==> src/rtl/uart_rx_if.sv <==
// Signal bundle between the RX pin synchroniser side and the UART receive controller.
// brk_det exists only when UART_RX_BREAK_DETECT_EN is defined.
interface uart_rx_if #(
  parameter int DATA_MAX   = 9,
  parameter int PRESCALE_W = 6
);
  logic                  rx_in;
  logic [PRESCALE_W-1:0] prescale;
  logic [3:0]            data_len;
  logic                  par_en;
  logic                  par_typ;
  logic                  stop2;
  logic [DATA_MAX-1:0]   p_data;
  logic                  data_valid;
  logic                  par_err;
  logic                  stp_err;
  logic                  busy;
  logic [2:0]            state_dbg;
`ifdef UART_RX_BREAK_DETECT_EN
  logic                  brk_det;
`endif

  // data_valid, par_err, stp_err (and brk_det) are one-cycle strobes with no ready:
  // the consumer must capture p_data in the data_valid cycle; there is no backpressure.
  modport master (
    output rx_in, prescale, data_len, par_en, par_typ, stop2,
    input  p_data, data_valid, par_err, stp_err, busy, state_dbg
`ifdef UART_RX_BREAK_DETECT_EN
    , input brk_det
`endif
  );

  modport slave (
    input  rx_in, prescale, data_len, par_en, par_typ, stop2,
    output p_data, data_valid, par_err, stp_err, busy, state_dbg
`ifdef UART_RX_BREAK_DETECT_EN
    , output brk_det
`endif
  );
endinterface

==> src/rtl/uart_rx_ctrl.sv <==
// UART receive controller: oversampled 3-sample majority vote, parity and stop checking.
// Define UART_RX_BREAK_DETECT_EN to add break detection (brk_det output, BREAK state).
module uart_rx_ctrl #(
  parameter int DATA_MAX   = 9,
  parameter int PRESCALE_W = 6
) (
  input logic      clk,
  input logic      rst,
  uart_rx_if.slave bus
);
  localparam logic [PRESCALE_W-1:0] P_ONE   = PRESCALE_W'(1);
  localparam logic [PRESCALE_W-1:0] P_MIN   = PRESCALE_W'(4);
  localparam logic [3:0]            LEN_MIN = 4'd5;
  localparam logic [3:0]            LEN_MAX = 4'(DATA_MAX);

  typedef enum logic [2:0] {
    S_IDLE   = 3'd0,
    S_START  = 3'd1,
    S_DATA   = 3'd2,
    S_PARITY = 3'd3,
    S_STOP   = 3'd4
`ifdef UART_RX_BREAK_DETECT_EN
    , S_BREAK = 3'd5
`endif
  } state_t;

  state_t                state_q, state_d;
  logic [PRESCALE_W-1:0] cnt_q, cnt_d, pre_q, pre_d;
  logic [3:0]            bit_cnt_q, bit_cnt_d, len_q, len_d;
  logic                  par_en_q, par_en_d, par_typ_q, par_typ_d, stop2_q, stop2_d;
  logic [DATA_MAX-1:0]   shadow_q, shadow_d, p_data_q, p_data_d;
  logic                  s0_q, s0_d, s1_q, s1_d, s2_q, s2_d;
  logic                  perr_q, perr_d, serr_q, serr_d;
  logic                  dv_q, dv_d, par_err_q, par_err_d, stp_err_q, stp_err_d;
  logic                  busy_q, busy_d;
`ifdef UART_RX_BREAK_DETECT_EN
  logic                  brk_q, brk_d, pbit_q, pbit_d, fstop0_q, fstop0_d;
  logic                  first_stop0;
`endif

  logic [PRESCALE_W-1:0] pre_in, half, last;
  logic [3:0]            len_in;
  logic                  s2_eff, bit_val, wrap, launch, stop_bad, last_stop;

  assign pre_in = (bus.prescale < P_MIN) ? P_MIN : bus.prescale;
  assign len_in = (bus.data_len < LEN_MIN) ? LEN_MIN :
                  (bus.data_len > LEN_MAX) ? LEN_MAX : bus.data_len;
  assign half   = pre_q >> 1;
  assign last   = pre_q - P_ONE;
  assign wrap   = (cnt_q == last);
  // At prescale 4 the third sample lands on the evaluation edge, so use the live line.
  assign s2_eff  = (cnt_q == half + P_ONE) ? bus.rx_in : s2_q;
  assign bit_val = (s0_q & s1_q) | (s0_q & s2_eff) | (s1_q & s2_eff);

  always_comb begin
    state_d   = state_q;
    cnt_d     = wrap ? '0 : cnt_q + P_ONE;
    bit_cnt_d = wrap ? bit_cnt_q + 4'd1 : bit_cnt_q;
    pre_d     = pre_q;
    len_d     = len_q;
    par_en_d  = par_en_q;
    par_typ_d = par_typ_q;
    stop2_d   = stop2_q;
    shadow_d  = shadow_q;
    p_data_d  = p_data_q;
    s0_d      = s0_q;
    s1_d      = s1_q;
    s2_d      = s2_q;
    perr_d    = perr_q;
    serr_d    = serr_q;
    dv_d      = 1'b0;
    par_err_d = 1'b0;
    stp_err_d = 1'b0;
    launch    = 1'b0;
    stop_bad  = serr_q | ~bit_val;
    last_stop = stop2_q ? (bit_cnt_q == 4'd1) : 1'b1;
`ifdef UART_RX_BREAK_DETECT_EN
    brk_d       = 1'b0;
    pbit_d      = pbit_q;
    fstop0_d    = fstop0_q;
    first_stop0 = (bit_cnt_q == 4'd0) ? ~bit_val : fstop0_q;
`endif

    if (state_q != S_IDLE) begin
      if (cnt_q == half - P_ONE) s0_d = bus.rx_in;
      if (cnt_q == half)         s1_d = bus.rx_in;
      if (cnt_q == half + P_ONE) s2_d = bus.rx_in;
    end

    case (state_q)
      S_IDLE: begin
        cnt_d     = '0;
        bit_cnt_d = '0;
        if (!bus.rx_in) launch = 1'b1;
      end
      S_START: if (wrap) begin
        bit_cnt_d = '0;
        state_d   = bit_val ? S_IDLE : S_DATA;
      end
      S_DATA: if (wrap) begin
        shadow_d[bit_cnt_q] = bit_val;
        if (bit_cnt_q == len_q - 4'd1) begin
          bit_cnt_d = '0;
          state_d   = par_en_q ? S_PARITY : S_STOP;
        end
      end
      // Parity errors are only recorded so the frame stays aligned to its stop bits.
      S_PARITY: if (wrap) begin
        perr_d    = bit_val ^ (^shadow_q) ^ par_typ_q;
`ifdef UART_RX_BREAK_DETECT_EN
        pbit_d    = bit_val;
`endif
        bit_cnt_d = '0;
        state_d   = S_STOP;
      end
      S_STOP: if (wrap) begin
        if (!last_stop) begin
          serr_d = stop_bad;
`ifdef UART_RX_BREAK_DETECT_EN
          fstop0_d = ~bit_val;
`endif
        end else begin
          bit_cnt_d = '0;
`ifdef UART_RX_BREAK_DETECT_EN
          if (shadow_q == '0 && !pbit_q && first_stop0) begin
            brk_d   = 1'b1;
            cnt_d   = '0;
            state_d = S_BREAK;
          end else
`endif
          begin
            dv_d      = !perr_q && !stop_bad;
            par_err_d = perr_q;
            stp_err_d = stop_bad;
            if (!perr_q && !stop_bad) p_data_d = shadow_q;
            // A low line here is already the next start bit.
            if (!bus.rx_in) launch = 1'b1;
            else            state_d = S_IDLE;
          end
        end
      end
`ifdef UART_RX_BREAK_DETECT_EN
      S_BREAK: begin
        bit_cnt_d = '0;
        if (!bus.rx_in) cnt_d = '0;
        else if (wrap)  state_d = S_IDLE;
      end
`endif
      default: state_d = S_IDLE;
    endcase

    if (launch) begin
      state_d   = S_START;
      cnt_d     = '0;
      bit_cnt_d = '0;
      pre_d     = pre_in;
      len_d     = len_in;
      par_en_d  = bus.par_en;
      par_typ_d = bus.par_typ;
      stop2_d   = bus.stop2;
      shadow_d  = '0;
      perr_d    = 1'b0;
      serr_d    = 1'b0;
`ifdef UART_RX_BREAK_DETECT_EN
      pbit_d    = 1'b0;
      fstop0_d  = 1'b0;
`endif
    end

    busy_d = (state_d != S_IDLE);
  end

  always_ff @(posedge clk or posedge rst) begin
    if (rst) begin
      state_q   <= S_IDLE;
      cnt_q     <= '0;
      bit_cnt_q <= '0;
      pre_q     <= P_MIN;
      len_q     <= LEN_MIN;
      par_en_q  <= 1'b0;
      par_typ_q <= 1'b0;
      stop2_q   <= 1'b0;
      shadow_q  <= '0;
      p_data_q  <= '0;
      s0_q      <= 1'b1;
      s1_q      <= 1'b1;
      s2_q      <= 1'b1;
      perr_q    <= 1'b0;
      serr_q    <= 1'b0;
      dv_q      <= 1'b0;
      par_err_q <= 1'b0;
      stp_err_q <= 1'b0;
      busy_q    <= 1'b0;
`ifdef UART_RX_BREAK_DETECT_EN
      brk_q     <= 1'b0;
      pbit_q    <= 1'b0;
      fstop0_q  <= 1'b0;
`endif
    end else begin
      state_q   <= state_d;
      cnt_q     <= cnt_d;
      bit_cnt_q <= bit_cnt_d;
      pre_q     <= pre_d;
      len_q     <= len_d;
      par_en_q  <= par_en_d;
      par_typ_q <= par_typ_d;
      stop2_q   <= stop2_d;
      shadow_q  <= shadow_d;
      p_data_q  <= p_data_d;
      s0_q      <= s0_d;
      s1_q      <= s1_d;
      s2_q      <= s2_d;
      perr_q    <= perr_d;
      serr_q    <= serr_d;
      dv_q      <= dv_d;
      par_err_q <= par_err_d;
      stp_err_q <= stp_err_d;
      busy_q    <= busy_d;
`ifdef UART_RX_BREAK_DETECT_EN
      brk_q     <= brk_d;
      pbit_q    <= pbit_d;
      fstop0_q  <= fstop0_d;
`endif
    end
  end

  assign bus.p_data     = p_data_q;
  assign bus.data_valid = dv_q;
  assign bus.par_err    = par_err_q;
  assign bus.stp_err    = stp_err_q;
  assign bus.busy       = busy_q;
  assign bus.state_dbg  = state_q;
`ifdef UART_RX_BREAK_DETECT_EN
  assign bus.brk_det    = brk_q;
`endif
endmodule

==> src/flat_wrapper.sv <==
// flat-port wrapper written by rule: the top's interface ports become plain ports
module uart_rx_ctrl_flat 
#(
  parameter int DATA_MAX   = 9,
  parameter int PRESCALE_W = 6
)
  (clk, rst, bus_rx_in, bus_prescale, bus_data_len, bus_par_en, bus_par_typ, bus_stop2, bus_p_data, bus_data_valid, bus_par_err, bus_stp_err, bus_busy, bus_state_dbg);
  uart_rx_if #(.DATA_MAX(DATA_MAX), .PRESCALE_W(PRESCALE_W)) bus_i ();
  input logic clk;
  input logic rst;
  input wire logic [$bits(bus_i.rx_in)-1:0] bus_rx_in;
  input wire logic [$bits(bus_i.prescale)-1:0] bus_prescale;
  input wire logic [$bits(bus_i.data_len)-1:0] bus_data_len;
  input wire logic [$bits(bus_i.par_en)-1:0] bus_par_en;
  input wire logic [$bits(bus_i.par_typ)-1:0] bus_par_typ;
  input wire logic [$bits(bus_i.stop2)-1:0] bus_stop2;
  output wire logic [$bits(bus_i.p_data)-1:0] bus_p_data;
  output wire logic [$bits(bus_i.data_valid)-1:0] bus_data_valid;
  output wire logic [$bits(bus_i.par_err)-1:0] bus_par_err;
  output wire logic [$bits(bus_i.stp_err)-1:0] bus_stp_err;
  output wire logic [$bits(bus_i.busy)-1:0] bus_busy;
  output wire logic [$bits(bus_i.state_dbg)-1:0] bus_state_dbg;
  assign bus_i.rx_in = bus_rx_in;
  assign bus_i.prescale = bus_prescale;
  assign bus_i.data_len = bus_data_len;
  assign bus_i.par_en = bus_par_en;
  assign bus_i.par_typ = bus_par_typ;
  assign bus_i.stop2 = bus_stop2;
  assign bus_p_data = bus_i.p_data;
  assign bus_data_valid = bus_i.data_valid;
  assign bus_par_err = bus_i.par_err;
  assign bus_stp_err = bus_i.stp_err;
  assign bus_busy = bus_i.busy;
  assign bus_state_dbg = bus_i.state_dbg;
  uart_rx_ctrl #(.DATA_MAX(DATA_MAX), .PRESCALE_W(PRESCALE_W)) u_core (.clk(clk), .rst(rst), .bus(bus_i));
endmodule
==> config.mk <==
export PLATFORM = sky130hd
export DESIGN_NAME = uart_rx_ctrl_flat
export DESIGN_NICKNAME = d
export VERILOG_FILES = /design/src/rtl/uart_rx_if.sv /design/src/rtl/uart_rx_ctrl.sv /design/src/flat_wrapper.sv
export SDC_FILE = /design/constraint.sdc
export NUM_CORES = 1
export LEC_CHECK = 0
export ABC_AREA = 1
export ABC_CLOCK_PERIOD_IN_PS = 5100
export CORE_MARGIN = 5
export CORE_UTILIZATION = 30
export DETAILED_ROUTE_END_ITERATION = 10
export GPL_ROUTABILITY_DRIVEN = 0
export SETUP_SLACK_MARGIN = 0.2
export SLEW_MARGIN = 20
export SYNTH_ARGS = -nofsm -noshare
export SYNTH_HDL_FRONTEND = slang
export SYNTH_SLANG_ARGS = --single-unit
==> constraint.sdc <==
create_clock -name clk -period 5.1 [get_ports clk]
set_clock_uncertainty 0.2 [all_clocks]
set_input_delay 1.02 -clock clk [delete_from_list [all_inputs] [get_ports clk]]
set_output_delay 1.02 -clock clk [all_outputs]
set_load 0.01 [all_outputs]
* Yosys cells after proc, flatten, opt, wreduce, memory -nomap -nowiden
Index checks and enable logic that the tools add are counted.
** Word-level totals
- Bits in registers :: 53
- Bits of input ports :: 16
- Output and inout bits :: 16
- Word-level logic and storage cells :: 122
** Operators by class
- Multiplexer cells :: 53
- Bitwise gates (word level) :: 9
- $add $sub $neg :: 6
- Order comparisons :: 5
- Equality and inequality tests :: 11
- Reductions and logical operators :: 19
** Operators with widths (count)
- 4-bit 2-to-1 mux :: 9
- 3-bit 2-to-1 mux :: 9
- 9-bit 2-to-1 mux :: 3
- 6-bit 2-to-1 mux :: 4
- 1-bit 2-to-1 mux :: 22
- 6-bit equality test :: 3
- 4-bit one-hot mux with 4 select lines :: 1
- 3-bit one-hot mux with 5 select lines :: 1
- 9-bit bitwise mux :: 1
- 9-bit XOR reduction :: 1
- 2-bit AND reduction :: 4
- 2-bit nonzero test :: 4
- 5-bit by 1-bit adder with 6-bit output (second input constant) :: 1
- 6-bit by 1-bit adder with 6-bit output (second input constant) :: 1
- 3-bit by 2-bit equality test with 1-bit output (second input constant) :: 2
- 6-bit by 5-bit equality test with 1-bit output :: 1
- 6-bit by 3-bit less-than comparator with 1-bit output (second input constant) :: 1
- 3-bit nonzero test :: 2
- 5-bit by 1-bit subtractor with 6-bit output (second input constant) :: 1
- 6-bit by 1-bit subtractor with 6-bit output (second input constant) :: 1
- 4-bit by 5-bit less-than comparator with 1-bit output (second input constant) :: 1
- 4-bit by 1-bit adder with 4-bit output (second input constant) :: 1
- 1-bit demux with 4-bit select :: 1
- 4-bit by 1-bit equality test with 1-bit output (second input constant) :: 1
- other kinds (20) :: 27

* Depth between registers and ports, before layout
Gate-level depths: netlist (run 1).
- Word-level depth :: 13
- Depth in mapped cells :: 17
- Gate-level depth less buffers :: 16

* Worst setup path before layout (run 1)
Ideal clock, no wire load.
- Path kind :: register -> register
- From :: register u_core.pre_q[2]
- To :: register u_core.bit_cnt_q[0]
- Buffers on the path :: 0
- Setup time :: 0.077 ns
- Arrival time :: 2.065 ns
- Cell stages (with the launch flop) :: 16
- Required time :: 4.823 ns
- Period minus slack after synthesis :: 2.343 ns
- Slack :: 2.757 ns
- Cells stage by stage :: dfstp_2 inv_1 ha_1 nand2_1 nand2_1 o21bai_1 nand2_1 nand3_2 inv_1 nand2_1 ha_1 inv_1 nand2_1 o21ai_0 nand2_1 a21oi_1
** Between the ends
- Word-level cells in the longest chain between the ends :: 7
- Elaborated cells on any way between the ends :: 12
- Classes of those cells :: add/sub (1); eq/ne (1); mux (10)
** RTL lines
- start, declared :: RTL line uart_rx_ctrl.sv:28 : logic [PRESCALE_W-1:0] cnt_q, cnt_d, pre_q, pre_d;
- start signal, assigned :: RTL line uart_rx_ctrl.sv:203 : pre_q <= pre_d;
- 6-bit by 1-bit subtractor with 6-bit output * :: RTL line uart_rx_ctrl.sv:49 : assign last = pre_q - P_ONE;
- 6-bit equality test * :: RTL line uart_rx_ctrl.sv:50 : assign wrap = (cnt_q == last);
- 4-bit 2-to-1 mux :: RTL line uart_rx_ctrl.sv:58 : bit_cnt_d = wrap ? bit_cnt_q + 4'd1 : bit_cnt_q;
- 4-bit 2-to-1 mux, on equally long branches :: RTL line uart_rx_ctrl.sv:117, uart_rx_ctrl.sv:102
- 4-bit 2-to-1 mux, on equally long branches :: RTL line uart_rx_ctrl.sv:116, uart_rx_ctrl.sv:100
- 4-bit one-hot mux with 4 select lines :: RTL line uart_rx_ctrl.sv:90 : case (state_q)
- 4-bit 2-to-1 mux * :: RTL line uart_rx_ctrl.sv:152 : if (launch) begin
- net u_core.bit_cnt_d[0] :: RTL line uart_rx_ctrl.sv:29 : logic [3:0] bit_cnt_q, bit_cnt_d, len_q, len_d;
- end signal, assigned :: RTL line uart_rx_ctrl.sv:202 : bit_cnt_q <= bit_cnt_d;
- end, declared :: RTL line uart_rx_ctrl.sv:29
The timed path passes the listed nets; every way through them passes the cells marked *.
A chain may end at the register's enable or synchronous reset.

* Worst setup path after layout (run 1)
- From :: register u_core.pre_q[1]
- To :: register u_core.shadow_q[6]
** Between the ends
- Word-level cells in the longest chain between the ends :: 10
- Elaborated cells on any way between the ends :: 18
- Classes of those cells :: add/sub (2); eq/ne (2); mux (7); bitwise (4); reduce/logical (3)
** RTL lines
- 5-bit by 1-bit adder with 6-bit output :: RTL line uart_rx_ctrl.sv:52 : assign s2_eff = (cnt_q == half + P_ONE) ? bus.rx_in : s2_q;
- 6-bit equality test :: RTL line uart_rx_ctrl.sv:52
- 1-bit 2-to-1 mux :: RTL line uart_rx_ctrl.sv:52
- 1-bit bitwise AND :: RTL line uart_rx_ctrl.sv:53 : assign bit_val = (s0_q & s1_q) | (s0_q & s2_eff) | (s1_q & s2_eff);
- 1-bit OR (2 in series) :: RTL line uart_rx_ctrl.sv:53
- 9-bit bitwise mux :: RTL line uart_rx_ctrl.sv:101 : shadow_d[bit_cnt_q] = bit_val;
- 9-bit 2-to-1 mux :: RTL line uart_rx_ctrl.sv:100 : S_DATA: if (wrap) begin
- 9-bit 2-to-1 mux :: RTL line uart_rx_ctrl.sv:90
- 9-bit 2-to-1 mux :: RTL line uart_rx_ctrl.sv:152
- end signal, assigned :: RTL line uart_rx_ctrl.sv:208 : shadow_q <= shadow_d;
- end, declared :: RTL line uart_rx_ctrl.sv:31 : logic [DATA_MAX-1:0] shadow_q, shadow_d, p_data_q, p_data_d;
Parallel ways exist; a longest one is shown, timed or not. The select of a mux whose other input is x is not followed.

==> out/metrics.cfg, run 1 <==
[global_route]
grt_pass1_wl_um = 12800
grt_start_max_net_pins = 54
grt_overflow = 0
grt_usage = 0.116
grt_pass1_vias = 2738
antenna_found_initial = 0

[placed_design]
hpwlAfterDp_um = 5780
portBuffers = 31
placed_area_um2 = 3770

[timing]
tns_ns = 0
relSlewSlack = 0.391
finalSetupViolations = 0
tightest_slew_ns = 0.912
fmax_mhz = 320
rsz0062_at_grt = no
fin_crit_ns = 3.12
drv_slew = 0
hold_slack_ns = 0.286
hold_violations = 0
period_share = 0.612

[clock_network]
cts_resized = 0
clock_sinks = 53
ctsHoldBuffers = 0
cts.path.max_buffers = 2
cts_tree = yes
cts_buffers = 5
cts_max_level = 2
cts.clk_slew.worst_paths_ns = 0.10
postCtsSetupRepairBufs = 0
insertion_delay_ns = 0.31
cts-root-buf = clkbuf_8

[synth]
netlist_area_um2 = 3340
ys_ff_latch = 53
synth_top_cell_area_share = 0.352
yosysSeqAreaShare = 0.400
synth_top_cell_by_area = dfrtp_1
ys_async_sr_fraction = 1.00
yosys-top-cells-count = 146 x nand2_1, 57 x inv_1, 54 x nor2_1
synth_cell_type_count = 32
synth_edf_count = 0
synthCells = 458
yosysWarnings = 0
synthFlopType = dfrtp_1
synth_fp_nets = 485
synth_top_cells_by_area = dfrtp_1 35%, nand2_1 16%, inv_1 6.4%
yosysMostFrequentCell = nand2_1
syn_avg_cell_area_um2 = 7.29

[status]
status = finished clean

[die]
die_w_um = 115
core_um2 = 10900
dieArea_um2 = 13300
ioPinCount = 32
start_util = 0.306
die_height_um = 115
row_count = 38

[critical_path]
reg2reg_to = u_core.shadow_q[6]
r2r_setup_slack_ns = 1.98
startpoint_type = flip-flop
endpoint_kind = flip-flop
reg2reg_depth = 12
critical_path_class = reg2reg
crit_arrival_ns = 3.13
path_max_fanout = 21
reg2reg_from = u_core.pre_q[1]
cp.required_ns = 5.11

[hold_path]
min_to = u_core.bus.p_data[4]
hold_path_depth = 2
holdCritStartpoint = u_core.bus.p_data[4]
hp-class = reg2reg

[run]
cap_violations = 0

[cells_and_area]
area_growth_pct = 16.5
fin_util = 0.357
n_antenna_cell = 0
stdcell_area_um2 = 3890
nets = 516
drive_above_1_share = 0.0653

[route]
vias_per_cell = 4.58
vias = 2887
drtAntennaViolNets = 0
wl_um = 7380
drt_first_iter_violations = 135
post_drt_wl_per_cell_um = 11.7
drc = 0
drt_first_pass_iters = 4

[power]
p_leak_nw = 2.00
power_density_nw_per_um2 = 194
vdd_drop_max_mv = 0.123
finalPower_uw = 755

-- how the worst max path moves through the flow --
stage	startpoint	endpoint	slack (ns)	cells after the start
after global placement	bus_rx_in	u_core.len_q[3]	2.06	7
after detailed placement	u_core.pre_q[1]	u_core.len_q[3]	1.98	13
after global routing	u_core.pre_q[1]	u_core.len_q[0]	1.67	12
after floorplan	rst	u_core.bit_cnt_q[0]	2.60	1
after CTS	u_core.pre_q[1]	u_core.len_q[3]	1.96	13
final	u_core.pre_q[1]	u_core.shadow_q[6]	1.98	12
-- kinds of logic (layout without fill, tap and decap cells) --
| kind of cell | after synthesis | in the layout | share of synthesized area |
|---|---|---|---|
| and+or+nand+nor | 273 | 273 | 0.364 |
| buffers and inverters | 67 | 99 | 0.0836 |
| DFF | 53 | 53 | 0.400 |
| adders and majority gates | 11 | 11 | 0.0412 |
| xor gates and xnor gates | 22 | 22 | 0.0600 |
| AOI/OAI and AO/OA | 32 | 32 | 0.0510 |
-- per-stage QoR --
| step | setup slack [ns] | cells |
|---|---|---|
| finish | 1.98 | 630 |
| CTS | 1.96 | 630 |
| detailed placement | 1.98 | 622 |
| global placement | 2.06 | 622 |
| floorplan | 2.60 | 458 |
| global route | 1.67 | 630 |
-- flip-flops by register name (all words and copies together), names as in the netlist --
signal                 cells
u_core.bus.p_data          9
u_core.shadow_q            9
u_core.cnt_q               6
u_core.pre_q               6
u_core.bit_cnt_q           4
u_core.len_q               4
u_core.bus.state_dbg       3
u_core.bus.busy            1
u_core.bus.data_valid      1
u_core.bus.par_err         1
u_core.bus.stp_err         1
u_core.par_en_q            1
u_core.par_typ_q           1
u_core.perr_q              1
u_core.s0_q                1
u_core.s1_q                1
u_core.s2_q                1
u_core.serr_q              1
u_core.stop2_q             1
-- layer usage --
layer / vias to the layer above / track usage / wire (um)
met5: - / 0 / 0
met4: 0 / 0.0305 / 91
met3: 8 / 0.0131 / 277
met2: 57 / 0.196 / 3420
met1: 1329 / 0.159 / 3580
li1: 1493 / - / -
-- where the power goes --
| part | switching [mW] | internal [mW] |
|---|---|---|
| sequential | 0.000666 | 0.422 |
| clock | 0.148 | 0.151 |
| combinational | 0.0200 | 0.0135 |
-- cell type report --
cell class                      count  area, um^2
Timing Repair Buffer               31         310
Multi-Input combinational cell    338        1720
Tap cell                          140         175
Sequential cell                    53        1330
Clock buffer                        5        68.8
Inverter                           60         226
Fill cell                        1153        7000
Clock inverter                      3        50.0
-- cells in the final DEF (no fill, tap or decap) --
cell type / synthesis / routed
a21oi_1: 8 / 8
a21oi_2: 1 / 1
a31oi_1: 1 / 1
bufinv_16: 0 / 1
clkbuf_8: 0 / 5
clkdlybuf4s50_1: 0 / 31
clkinv_2: 0 / 1
clkinv_4: 0 / 1
dfrtp_1: 47 / 47
dfstp_2: 6 / 6
ha_1: 11 / 11
inv_1: 57 / 56
inv_2: 3 / 3
inv_8: 0 / 1
nand2_1: 146 / 146
nand2_2: 1 / 1
nand3_1: 37 / 37
nand3_2: 3 / 3
nand3_4: 2 / 2
nand3b_1: 5 / 5
nand4_1: 4 / 4
nor2_1: 54 / 54
nor2_4: 1 / 1
nor2_8: 2 / 2
nor3_1: 14 / 14
o21a_1: 1 / 1
o21ai_0: 19 / 19
o21ai_1: 1 / 1
o21bai_1: 1 / 1
or2_1: 1 / 1
or2_2: 3 / 3
xnor2_1: 11 / 11
xnor2_2: 1 / 1
xor2_1: 10 / 10
-- critical path: stages (launching register included) --
cell	delay (ns)
dfrtp_1	0.43
inv_1	0.15
ha_1	0.32
or2_2	0.10
nand2_1	0.04
a21oi_1	0.20
nand3_2	0.18
nor2_8	0.28
nand3_2	0.11
nand2_1	0.51
inv_2	0.29
nand2_1	0.15
nor2_1	0.05
(Power assumes the default switching activity.)
==> run 2, diff against run 1 <==
--- a/config.mk
+++ b/config.mk
@@ -6,7 +6,7 @@
 export NUM_CORES = 1
 export LEC_CHECK = 0
 export ABC_AREA = 1
-export ABC_CLOCK_PERIOD_IN_PS = 5100
+export ABC_CLOCK_PERIOD_IN_PS = 3000
 export CORE_MARGIN = 5
 export CORE_UTILIZATION = 30
 export DETAILED_ROUTE_END_ITERATION = 10
==> constraint.sdc (replaced) <==
create_clock -name clk -period 3 [get_ports clk]
set_clock_uncertainty 0.2 [all_clocks]
set_input_delay 0.6 -clock clk [delete_from_list [all_inputs] [get_ports clk]]
set_output_delay 0.6 -clock clk [all_outputs]
set_load 0.01 [all_outputs]
==> out/metrics.cfg, run 2 (synthesized netlist as in run 1, its figures left out) <==
[status]
status = finished clean

[die]
dieArea_um2 = 13300  ; unchanged
start_util = 0.306  ; unchanged
die_w_um = 115  ; unchanged
die_height_um = 115  ; unchanged
core_um2 = 10900  ; unchanged
ioPinCount = 32  ; unchanged
row_count = 38  ; unchanged

[cells_and_area]
area_growth_pct = 18.5
multiInputGateArea_um2 = 1740  ; +0.87%
nFillCells = 1139  ; -1.2%
n_antenna_cell = 0  ; unchanged
area.sequential_um2 = 1330  ; unchanged
final_cell_count_no_fill = 640  ; +1.6%
final_cell_mix = 145 x nand2_1, 56 x inv_1, 54 x nor2_1
nets = 526  ; +1.9%
drive_above_1_share = 0.0860  ; +0.0207
final_common_cell = nand2_1

[hold_path]
holdCritStartpoint = u_core.bus.p_data[5]
min_to = u_core.bus.p_data[5]
hp-class = reg2reg
hold_path_depth = 2  ; unchanged

[clock_network]
clock_sinks = 53  ; unchanged
cts.clk_slew.worst_paths_ns = 0.11  ; about the same
cts_max_level = 2  ; unchanged
cts_tree = yes
cts-root-buf = clkbuf_8
ctsHoldBuffers = 0  ; unchanged
insertion_delay_ns = 0.32  ; about the same
cts_buffers = 5  ; unchanged
cts.path.max_buffers = 2  ; unchanged

[power]
swShare = 0.245  ; +0.0213
intPower_uw = 914  ; +56%
finalPower_mw = 1.21  ; +60%
p_switching_uw = 296  ; +75%
vdd_drop_max_mv = 0.131  ; +7.0%
clockPowerShare = 0.355  ; -0.040
p_leak_nw = 2.04  ; +1.9%
p_seq_frac = 0.594  ; +0.034
share_comb_of_total_power = 0.050  ; +0.006
power_density_nw_per_um2 = 306  ; +58%

[critical_path]
cp.required_ns = 3.01  ; -2.10 ns
critPathSlowestCell = dfstp_2
r2r_setup_slack_ns = 0.44  ; -1.54 ns
crit_arrival_ns = 2.57  ; -0.56 ns
startpoint_type = flip-flop
cp_common_cell = nand2_1
endpoint_kind = flip-flop
reg2reg_from = u_core.pre_q[2]
reg2reg_to = u_core.bus.p_data[8]
critical_path_class = reg2reg
path_cells = inv_1 > ha_1 > nand2_1 > nand2_1 > o21bai_1 > nand2_1 > nand3_2 > nor2_8 > nand3_4 > nor2_8 > nand3_4 > nand2_1 > nand2_1
reg2reg_depth = 13  ; +1
cpPeakStageDelay_ns = 0.61  ; +0.10 ns
path_max_fanout = 11  ; -48%

[route]
drc = 0  ; unchanged
drtAntennaViolNets = 0  ; unchanged
drt_first_pass_iters = 4  ; unchanged
vias_per_cell = 4.51  ; -1.6%
vias = 2886  ; -0.035%
post_drt_wl_per_cell_um = 11.6  ; -0.79%
wl_um = 7430  ; +0.79%
drt_first_iter_violations = 172  ; +27%

[global_route]
grt_pass1_wl_um = 12700  ; -0.60%
grt_start_max_net_pins = 22  ; -59%
grt_usage = 0.118  ; +0.00213
grt_pass1_vias = 2709  ; -1.1%
antenna_found_initial = 0  ; unchanged
grt_overflow = 0  ; unchanged

[timing]
finalSetupViolations = 0  ; unchanged
fin_crit_ns = 2.56  ; -0.561 ns
tns_ns = 0  ; unchanged
fin_ws_ns = 0.439  ; -1.54 ns
fmax_mhz = 390  ; +22%
tightest_slew_ns = 0.551  ; -0.362 ns
drv_slew = 0  ; unchanged
rsz0062_at_grt = yes
period_share = 0.854  ; +0.242
hold_violations = 0  ; unchanged
relSlewSlack = 0.632  ; +0.240

[placed_design]
hpwlAfterDp_um = 5780  ; about the same
dpl.cell_count = 626  ; +0.64%
dp_slack_ns = 0.308  ; -1.68 ns
portBuffers = 31  ; unchanged

[run]
cap_violations = 0  ; unchanged

run 2: cell count changes in the layout (fill, tap and decap cells not counted):
cell,previous run,this run
a21oi_2,1,0
a21oi_4,0,1
buf_4,0,10
bufinv_16,1,0
clkinv_2,1,0
clkinv_4,1,0
clkinvlp_4,0,2
inv_2,3,4
nand2_1,146,145
nand2_4,0,1
run 2: worst max path at each step:
stage               startpoint                    to  slack [ns]  cells after the start
2_1_floorplan  u_core.pre_q[2]   u_core.bit_cnt_q[0]        0.66                     15
3_3_place_gp   u_core.pre_q[2]       u_core.pre_q[1]        0.35                     13
3_5_place_dp   u_core.pre_q[2]  u_core.bus.p_data[8]        0.31                     15
4_1_cts        u_core.pre_q[2]  u_core.bus.p_data[8]        0.28                     15
5_1_grt        u_core.pre_q[2]       u_core.pre_q[1]        0.17                     13
6_report       u_core.pre_q[2]  u_core.bus.p_data[8]        0.44                     13
run 2: critical path, delay by kind of cell, from the launching register on:
family                   cells  cell delay, ns
AND/OR/NAND/NOR             10            1.23
flip-flops                   1            0.61
adder cells (fa/ha/maj)      1            0.18
AO/OA/AOI/OAI                1            0.15
buffers and inverters        1            0.08
run 2: metrics by stage:
step	instance area [um^2]	utilization	hold WS (ns)
4_1_cts	3890	0.358	0.296
6_report	3950	0.363	0.289
3_3_place_gp	3800	0.349	0.264
5_1_grt	3950	0.363	0.321
2_1_floorplan	3340	-	0.242
3_5_place_dp	3800	0.349	0.268
run 2: power by group through the flow:
stage | combinational, mW | sequential (mW) | clock [mW]
finish | 0.0608 | 0.719 | 0.430
global route | 0.0693 | 0.719 | 0.479
CTS | 0.0603 | 0.719 | 0.459
detailed placement | 0.0602 | 0.733 | 0
global placement | 0.0590 | 0.733 | 0
floorplan | 0.0314 | 0.732 | 0
run 2: what timing repair did:
action                     in CTS  in global routing
gates resized for setup         0                  3
buffers inserted                0                  6
setup endpoints to repair       0                 34
run 2: layout make-up:
cell class | count | area share
Tap cell | 140 | 0.0443
Inverter | 60 | 0.0570
Sequential cell | 53 | 0.337
Clock buffer | 5 | 0.0174
Multi-Input combinational cell | 338 | 0.440
Timing Repair Buffer | 41 | 0.0975
Clock inverter | 3 | 0.00665
run 2: metal layers:
| metal | up-vias | wire length (um) | track usage |
|---|---|---|---|
| met5 | - | 0 | 0 |
| met4 | 0 | 173 | 0.0415 |
| met3 | 12 | 327 | 0.0204 |
| met2 | 49 | 3410 | 0.193 |
| met1 | 1318 | 3520 | 0.159 |
| li1 | 1507 | - | - |
==> run 3, diff against run 2 <==
--- a/config.mk
+++ b/config.mk
@@ -7,6 +7,8 @@
 export LEC_CHECK = 0
 export ABC_AREA = 1
 export ABC_CLOCK_PERIOD_IN_PS = 3000
+export CAP_MARGIN = 40
+export CORE_ASPECT_RATIO = 1.5
 export CORE_MARGIN = 5
 export CORE_UTILIZATION = 30
 export DETAILED_ROUTE_END_ITERATION = 10
==> out/metrics.cfg, run 3 (synthesized netlist as in run 1, its figures left out) <==
[status]
status = finished clean

[route]
vias_per_cell = 4.52  ; +0.29%
drc = 0  ; unchanged
drt_first_pass_iters = 4  ; unchanged
wl_um = 7730  ; +3.9%
vias = 2926  ; +1.4%
drtAntennaViolNets = 0  ; unchanged
post_drt_wl_per_cell_um = 11.9  ; +2.8%
drt_first_iter_violations = 123  ; -28%

[die]
dieArea_um2 = 13400  ; +0.33%
die_height_um = 139  ; +21%
core_um2 = 11000  ; +1.0%
start_util = 0.303  ; -0.00303
die_w_um = 96.1  ; -17%
ioPinCount = 32  ; unchanged
row_count = 47  ; +24%

[critical_path]
critical_path_class = reg2reg
cp_common_cell = nand2_1
critPathTopFamily = simple AND/OR/NAND/NOR gates
endpoint_kind = flip-flop
cpPeakStageDelay_ns = 0.58  ; -0.03 ns
critPathSlowestCell = dfstp_2
path_buf_inv = 3  ; +2
path_cells = inv_1 > ha_1 > nand2_1 > nand2_1 > o21bai_1 > nand2_1 > nand3_2 > inv_1 > nand2_2 > ha_1 > inv_1 > nand2_1 > o21ai_0 > nand2_1 > a21oi_1
path_max_fanout = 6  ; -5
cp.required_ns = 3.01  ; about the same
crit_arrival_ns = 2.63  ; +0.06 ns
startpoint_type = flip-flop

[cells_and_area]
nets = 526  ; unchanged
drive_above_1_share = 0.0880  ; +0.00200
final_common_cell = nand2_1
final_cell_mix = 144 x nand2_1, 56 x inv_1, 54 x nor2_1
multiInputGateArea_um2 = 1740  ; -0.14%
nFillCells = 1176  ; +3.2%
fin_util = 0.370  ; +0.00676
area.sequential_um2 = 1330  ; unchanged
final_cell_count_no_fill = 647  ; +1.1%
n_antenna_cell = 0  ; unchanged
area_growth_pct = 21.9

[power]
p_leak_nw = 2.09  ; +2.7%
power_density_nw_per_um2 = 373  ; +22%
vdd_drop_max_mv = 0.256  ; +95%
finalPower_mw = 1.52  ; +25%

[clock_network]
cts.clk_slew.worst_paths_ns = 0.07  ; -0.04 ns
cts_max_level = 2  ; unchanged
cts_buffers = 5  ; unchanged
ctsHoldBuffers = 0  ; unchanged
insertion_delay_ns = 0.29  ; -0.03 ns
cts.path.max_buffers = 2  ; unchanged
clock_sinks = 53  ; unchanged
cts_tree = yes
cts-root-buf = clkbuf_16

[global_route]
grt_start_max_net_pins = 30  ; +36%
grt_overflow = 0  ; unchanged
grt_pass1_wl_um = 13100  ; +3.6%
grt_usage = 0.123  ; +0.00490
grt_pass1_vias = 2728  ; +0.70%
antenna_found_initial = 0  ; unchanged

[timing]
tightest_slew_ns = 0.595  ; +0.0442 ns
fin_crit_ns = 2.62  ; +0.0570 ns
tns_ns = 0  ; unchanged
period_share = 0.873  ; +0.0190
hold_slack_ns = 0.285  ; -0.00440 ns
rsz0062_at_grt = no
fmax_mhz = 382  ; -2.2%
drv_slew = 0  ; unchanged
finalSetupViolations = 0  ; unchanged
hold_violations = 0  ; unchanged
relSlewSlack = 0.603  ; -0.0287

[hold_path]
hp-class = reg2reg

[placed_design]
hpwlAfterDp_um = 5970  ; +3.2%
dpl.cell_count = 633  ; +1.1%
portBuffers = 31  ; unchanged

[run]
cap_violations = 0  ; unchanged

run 3: cell count changes in the layout (fill, tap and decap cells not counted), sizes merged:
cell      previous run  this run
clkinvlp             2         0
bufinv               0         2
inv                 61        60
clkinv               0         1
run 3: cell type report:
type | instances | share of cell area
clock buffers | 5 | 0.0308
repair buffers | 41 | 0.0978
clock inverters | 3 | 0.0160
multi-input cells | 338 | 0.427
well taps | 147 | 0.0452
inverters | 60 | 0.0554
flip-flops and latches | 53 | 0.328
run 3: report_power, final:
group	internal, mW	switching (mW)
sequential	0.718	0.00113
clock	0.477	0.260
combinational	0.0263	0.0350
run 3: repair_timing:
action,4_1_cts,5_1_grt
buffers inserted,0,6
setup endpoints to repair,0,18
resized for setup,0,3
run 3: layer usage:
metal  global-route usage  wire [um]  up-vias
met4               0.0367         96        0
met2                0.219       4080       41
met3               0.0228        281        6
li1                     -          -     1513
met1                0.146       3270     1366
met5                    0          0        -
run 3: worst register-to-register path: cells and delay by family (launching register included):
kind	cells	cell delay (ns)
and+or+nand+nor	7	0.63
AOI/OAI and AO/OA	3	0.37
DFF	1	0.58
adders and majority gates	2	0.50
buffers and inverters	3	0.25
run 3: final timing paths:
| check | startpoint | endpoint | slack (ns) | cells past startpoint |
|---|---|---|---|---|
| min | u_core.bus.p_data[6] | u_core.bus.p_data[6] | 0.28 | 2 |
| max | u_core.pre_q[2] | u_core.bit_cnt_q[0] | 0.38 | 15 |
| max in group asynchronous | rst | u_core.shadow_q[0] | 1.55 | 3 |
| min in group asynchronous | rst | u_core.pre_q[0] | 0.50 | 2 |
| max reg2reg | u_core.pre_q[2] | u_core.bit_cnt_q[0] | 0.38 | 15 |
| min reg2reg | u_core.bus.p_data[6] | u_core.bus.p_data[6] | 0.28 | 2 |
run 3: through the flow:
| step | cell area, um^2 | worst slack (ns) |
|---|---|---|
| detailed placement | 3820 | 0.286 |
| global placement | 3820 | 0.384 |
| CTS | 4010 | 0.256 |
| global route | 4070 | 0.187 |
| finish | 4070 | 0.382 |
| floorplan | 3340 | 0.657 |
==> RTL change 1: new RTL, flow settings as in run 2 <==
`p_data_q` no longer has a reset.
--- a/src/rtl/uart_rx_ctrl.sv
+++ b/src/rtl/uart_rx_ctrl.sv
@@ -181,7 +181,6 @@
       par_typ_q <= 1'b0;
       stop2_q   <= 1'b0;
       shadow_q  <= '0;
-      p_data_q  <= '0;
       s0_q      <= 1'b1;
       s1_q      <= 1'b1;
       s2_q      <= 1'b1;
@@ -206,7 +205,6 @@
       par_typ_q <= par_typ_d;
       stop2_q   <= stop2_d;
       shadow_q  <= shadow_d;
-      p_data_q  <= p_data_d;
       s0_q      <= s0_d;
       s1_q      <= s1_d;
       s2_q      <= s2_d;
@@ -224,6 +222,10 @@
     end
   end
 
+  always_ff @(posedge clk) begin
+    p_data_q <= p_data_d;
+  end
+
   assign bus.p_data     = p_data_q;
   assign bus.data_valid = dv_q;
   assign bus.par_err    = par_err_q;
Behaviour: no difference found for any inputs over 10 cycles, from zero or initial values and one cycle with rst high; that may be too few to reach the edited logic, so the function may still have changed.
==> RTL change 1 against run 2 <==
Final area rose by 3.2%; routed wire length decreased by 1.5%; worst setup slack worse by 44 ps; highest routed layer unchanged; sequential cell count unchanged; utilization is 0.27 points lower; synthesized area grew 2.7%.
Power is not compared: it rests on default switching activity, and its combinational part moved more than twofold at a synthesized area within 25%.
==> RTL change 1: results (changes against run 2) <==
* First-pass GRT wire length at 12.8 mm (was 12.7 mm)
* Hold Crit Endpoint: u_core.bus.p_data[7] (was u_core.bus.p_data[5])
* Netlist cell types at 33 (was 32)
* Area growth syn-to-layout at 19.0% (was 18.5%)
* Sequential area share after synthesis at 40.2% (was 40.0%)
* CP Max Fanout at 9 (was 11)
* Reg2reg path depth at 14 (was 13)
* Crit path largest cell delay at 590 ps (was 610 ps)
* CP top delay family: simple AND/OR/NAND/NOR gates (unchanged)
* Final net count at 528 (was 526)
* Largest net degree at the start of global routing at 45 (was 22)
* Xor and xnor area share after synthesis at 4.09% (was 6.00%)
* CTS Buf Count at 5 (unchanged)
* Worst Hold Depth at 0 (was 2)
* GRT Total Usage at 11.6% (was 11.8%)
* Routed WL at 7.32 mm (was 7.43 mm)
* Worst EP arrival at 2410 ps (was 2570 ps)
* Place WS at 274 ps (was 308 ps)
* Final Hold Fails at 0 (unchanged)
* Placed inst area at 3880 um2 (was 3800 um2)
* Final HPWL DP at 5.73 mm (was 5.78 mm)
* Vias in the first global route at 2799 (was 2709)
* Post-synth top cells: nand2_1, inv_1, nor2_1 (unchanged)
* Hold Path Origin: u_core.shadow_q[7] (was u_core.bus.p_data[5])
* Clk pin slew, worst setup/hold paths at 70 ps (was 110 ps)
* Min Hold Slack at 274 ps (was 289 ps)
* DRT iter0 DRCs at 233 (was 172)
* Clk_lat worst skew at 290 ps (was 320 ps)
* FILL cells at 1219 (was 1139)
* Rel. slew slack at 60.6% (was 63.2%)
* Status: finished, final reports clean (unchanged)
* Net Count, Synth at 490 (was 485)
* R2r setup slk at 400 ps (was 440 ps)
* Root buffer cell: clkbuf_16 (was clkbuf_8)
* DRT Pass-1 Iters at 6 (was 4)
* EDFF count, synth at 9 (was 0)
* Compound-Gate Fraction of Synth Area at 4.49% (was 5.10%)
* Adder-Cell Fraction of Synth Area at 4.01% (was 4.12%)
* Vias/cell at 4.56 (was 4.51)
==> RTL change 1: cell count changes in the layout (fill, tap and decap cells not counted), moves of 9 or more <==
cell and change:
dfrtp_1 -9, edfxtp_1 +9, inv_1 +11, nand2_1 -17, nand3_1 +13, nor3_1 -9
==> RTL change 1: worst max-delay path by stage <==
stage | slack [ps] | endpoint | from
finish | 400 | u_core.bus.p_data[1] | u_core.pre_q[2]
global route | 210 | u_core.bit_cnt_q[0] | u_core.pre_q[2]
CTS | 260 | u_core.bus.p_data[1] | u_core.pre_q[2]
detailed placement | 270 | u_core.bus.p_data[1] | u_core.pre_q[2]
global placement | 330 | u_core.bus.p_data[0] | u_core.pre_q[2]
floorplan | 300 | u_core.bus.p_data[0] | u_core.pre_q[1]
==> RTL change 1: layout make-up <==
type | count | share of cell area (%)
Clock buffer | 5 | 3.07
Clock inverter | 3 | 0.644
Inverter | 72 | 6.69
Multi-Input combinational cell | 331 | 42.5
Sequential cell | 53 | 33.8
Tap cell | 143 | 4.39
Timing Repair Buffer | 38 | 8.89
==> RTL change 1: timing repair <==
| item | CTS | global route |
|---|---|---|
| buffers inserted | 0 | 4 |
| hold buffers | 0 | 0 |
| endpoints found under the hold margin | 0 | 0 |
| endpoints found under the setup margin | 0 | 24 |
| resized for setup | 0 | 4 |
==> RTL change 1: power by group <==
part / switching [mW] / internal [mW] / leakage (nW) / total, mW
clock: 0.270 / 0.315 / 0.0680 / 0.586
sequential: 0.225 / 0.936 / 0.666 / 1.16
combinational: 1.06 / 0.652 / 1.31 / 1.71
==> RTL change 1: logic make-up (layout without fill, tap and decap cells) <==
| kind of cell | after synthesis | in the layout |
|---|---|---|
| and+or+nand+nor | 274 | 274 |
| buffers and inverters | 79 | 118 |
| DFF | 53 | 53 |
| AOI/OAI and AO/OA | 30 | 30 |
| xor gates and xnor gates | 16 | 16 |
| adders and majority gates | 11 | 11 |
==> RTL change 1: metal layers <==
layer | vias up | global-route usage [%] | wire length (um)
met5 | - | 0 | 0
met4 | 0 | 3.36 | 100
met3 | 6 | 1.80 | 412
met2 | 76 | 19.1 | 3380
met1 | 1330 | 15.7 | 3430
li1 | 1527 | - | -
==> RTL change 1: per-stage QoR <==
step / total power [mW] / std cells
6_report: 3.46 / 645
5_1_grt: 3.79 / 645
4_1_cts: 3.43 / 641
3_5_place_dp: 2.83 / 633
3_3_place_gp: 2.79 / 633
2_1_floorplan: 2.48 / 463
==> RTL change 1: worst register-to-register path, delay by kind of cell (launching register included) <==
family,cells,cell delay [ps]
simple gates,10,910
buf+inv,3,320
flops,1,590
fa+ha+maj,1,290
==> RTL change 2: new RTL, flow settings as in run 2 <==
Made on the original files. `DATA_MAX` is set to 9 in 3 places; all go to 11.
--- a/src/rtl/uart_rx_if.sv
+++ b/src/rtl/uart_rx_if.sv
@@ -1,7 +1,7 @@
 // Signal bundle between the RX pin synchroniser side and the UART receive controller.
 // brk_det exists only when UART_RX_BREAK_DETECT_EN is defined.
 interface uart_rx_if #(
-  parameter int DATA_MAX   = 9,
+  parameter int DATA_MAX   = 11,
   parameter int PRESCALE_W = 6
 );
   logic                  rx_in;
--- a/src/rtl/uart_rx_ctrl.sv
+++ b/src/rtl/uart_rx_ctrl.sv
@@ -1,7 +1,7 @@
 // UART receive controller: oversampled 3-sample majority vote, parity and stop checking.
 // Define UART_RX_BREAK_DETECT_EN to add break detection (brk_det output, BREAK state).
 module uart_rx_ctrl #(
-  parameter int DATA_MAX   = 9,
+  parameter int DATA_MAX   = 11,
   parameter int PRESCALE_W = 6
 ) (
   input logic      clk,
--- a/src/flat_wrapper.sv
+++ b/src/flat_wrapper.sv
@@ -1,7 +1,7 @@
 // flat-port wrapper written by rule: the top's interface ports become plain ports
 module uart_rx_ctrl_flat 
 #(
-  parameter int DATA_MAX   = 9,
+  parameter int DATA_MAX   = 11,
   parameter int PRESCALE_W = 6
 )
   (clk, rst, bus_rx_in, bus_prescale, bus_data_len, bus_par_en, bus_par_typ, bus_stop2, bus_p_data, bus_data_valid, bus_par_err, bus_stp_err, bus_busy, bus_state_dbg);
Interface: changed (resized bus_p_data); port bits go from 32 to 34. The function was not compared with the original's and may differ.
==> RTL change 2 against run 2 <==
Total power up 58%; critical endpoint is now u_core.bus.p_data[9]; critical path depth is 2 lower; sequential cell count is 4 higher; routed wire length is 14% higher; largest cell class unchanged; first-iteration DRC count is 17% lower; synthesized area rose by 9.6%; critical path type unchanged; final area grew 15%; worst setup slack worse by 110 ps.
==> RTL change 2: results (changes against run 2) <==
* Status: finished, final reports clean (unchanged)
* PortBufs at 33 (was 31)
* CP Max Fanout at 7 (was 11)
* Leak pwr at 2.26 nW (was 2.04 nW)
* Post-synth top cells: nand2_1, nor2_1, inv_1 (was nand2_1, inv_1, nor2_1)
* Vias in the first global route at 2883 (was 2709)
* M1 WL at 3.91 mm (was 3.52 mm)
* Cell count after synthesis at 498 (was 458)
* Routed WL at 8.46 mm (was 7.43 mm)
* Vias/cell at 4.57 (was 4.51)
* Routed wl met3 at 562 um (was 327 um)
* Top cells by area, synth: dfrtp_1, nand2_1, nor2_1, inv_1, nand3_1 (was dfrtp_1, nand2_1, inv_1, nor2_1, nand3_1)
* CTS Buf Count at 9 (was 5)
* Sequential area share after synthesis at 39.2% (was 40.0%)
* Non-filler cells, final at 693 (was 640)
* Ratio of cells with drive above 1 in the final layout at 13.4% (was 8.60%)
* Final HPWL DP at 6.33 mm (was 5.78 mm)
* Netlist cell types at 36 (was 32)
* H-tree lvl count at 3 (was 2)
* DRT iter0 DRCs at 142 (was 172)
* Net Count, Synth at 525 (was 485)
* Largest net degree at the start of global routing at 25 (was 22)
* Final net count at 568 (was 526)
* First-pass GRT wire length at 13.5 mm (was 12.7 mm)
* Place WS at 325 ps (was 308 ps)
* Crit path largest cell delay at 590 ps (was 610 ps)
* Synthesis Warnings at 0 (unchanged)
* Root buffer cell: clkbuf_16 (was clkbuf_8)
* Worst Hold Class: register to register (unchanged)
* Rel. slew slack at 66.0% (was 63.2%)
* Max Used Layer: met4 (unchanged)
* Met2 Wirelength at 3.87 mm (was 3.41 mm)
* Worst vdd ir at 0.258 mV (was 0.131 mV)
* DRT Pass-1 Iters at 4 (unchanged)
* FILL cells at 1209 (was 1139)
* Worst EP arrival at 2680 ps (was 2570 ps)
* GRT Total Usage at 11.7% (was 11.8%)
* Inst Count DP at 672 (was 626)
* Clk pin slew, worst setup/hold paths at 50 ps (was 110 ps)
* CP max stage cell: dfstp_2 (unchanged)
-- RTL change 2: cell count changes after synthesis, sizes merged, moves of 4 or more --
cell / change
dfrtp: +4
nor3: -11
o21ai: +16
nand3b: -5
nor2: +15
inv: +12
-- RTL change 2: cells by family after synthesis --
group,Yosys count,share of synthesized area (%)
compound gates,48,8.01
xor+xnor,26,6.43
fa+ha+maj,11,3.76
buf+inv,82,9.41
flops,57,39.2
simple gates,274,33.2
-- RTL change 2: what timing repair did --
action                     CTS  global route
hold endpoints to repair     0             0
buffers inserted             0             2
gates resized for setup      0             6
setup endpoints to repair    0            22
-- RTL change 2: final cells by class --
| type | count | area [um2] | share of cell area, % |
|---|---|---|---|
| flip-flops and latches | 57 | 1430 | 31.6 |
| clock inverters | 6 | 82.6 | 1.82 |
| clock buffers | 10 | 229 | 5.05 |
| inverters | 73 | 274 | 6.04 |
| multi-input cells | 362 | 1950 | 43.0 |
| well taps | 147 | 184 | 4.06 |
| repair buffers | 38 | 380 | 8.39 |
-- RTL change 2: power breakdown --
group | switching, mW | total, mW | leakage (nW) | internal, mW
sequential | 0.00125 | 0.775 | 0.704 | 0.774
clock | 0.349 | 1.07 | 0.152 | 0.721
combinational | 0.0359 | 0.0609 | 1.41 | 0.0250
total | 0.386 | 1.91 | 2.26 | 1.52
-- RTL change 2: path summary, 6_finish.rpt --
| kind | start | endpoint | slack, ps | cells past startpoint |
|---|---|---|---|---|
| worst max-delay path | u_core.pre_q[2] | u_core.bus.p_data[9] | 330 | 11 |
| worst min-delay path | u_core.bus.p_data[8] | u_core.bus.p_data[8] | 280 | 2 |
| worst max register to register | u_core.pre_q[2] | u_core.bus.p_data[9] | 330 | 11 |
| worst min register to register | u_core.bus.p_data[8] | u_core.bus.p_data[8] | 280 | 2 |
| max in group asynchronous | rst | u_core.len_q[0] | 1470 | 3 |
| min in group asynchronous | rst | u_core.bus.p_data[8] | 440 | 2 |
-- RTL change 2: through the flow --
| step | total power [mW] | instance area [um2] |
|---|---|---|
| floorplan | 0.815 | 3660 |
| global placement | 0.846 | 4120 |
| detailed placement | 0.847 | 4120 |
| CTS | 1.93 | 4440 |
| global route | 1.97 | 4530 |
| finish | 1.91 | 4530 |
-- RTL change 2: worst min-delay path, stage by stage, from the launching register on --
cell	delay, ps
dfrtp_1	340
nand2_1	60
o21ai_2	40
-- RTL change 2: routing by layer --
layer | GRT usage (%) | up-vias
met5 | 0 | -
met2 | 17.6 | 73
met3 | 3.79 | 10
met4 | 4.25 | 0
met1 | 15.8 | 1438
li1 | - | 1646
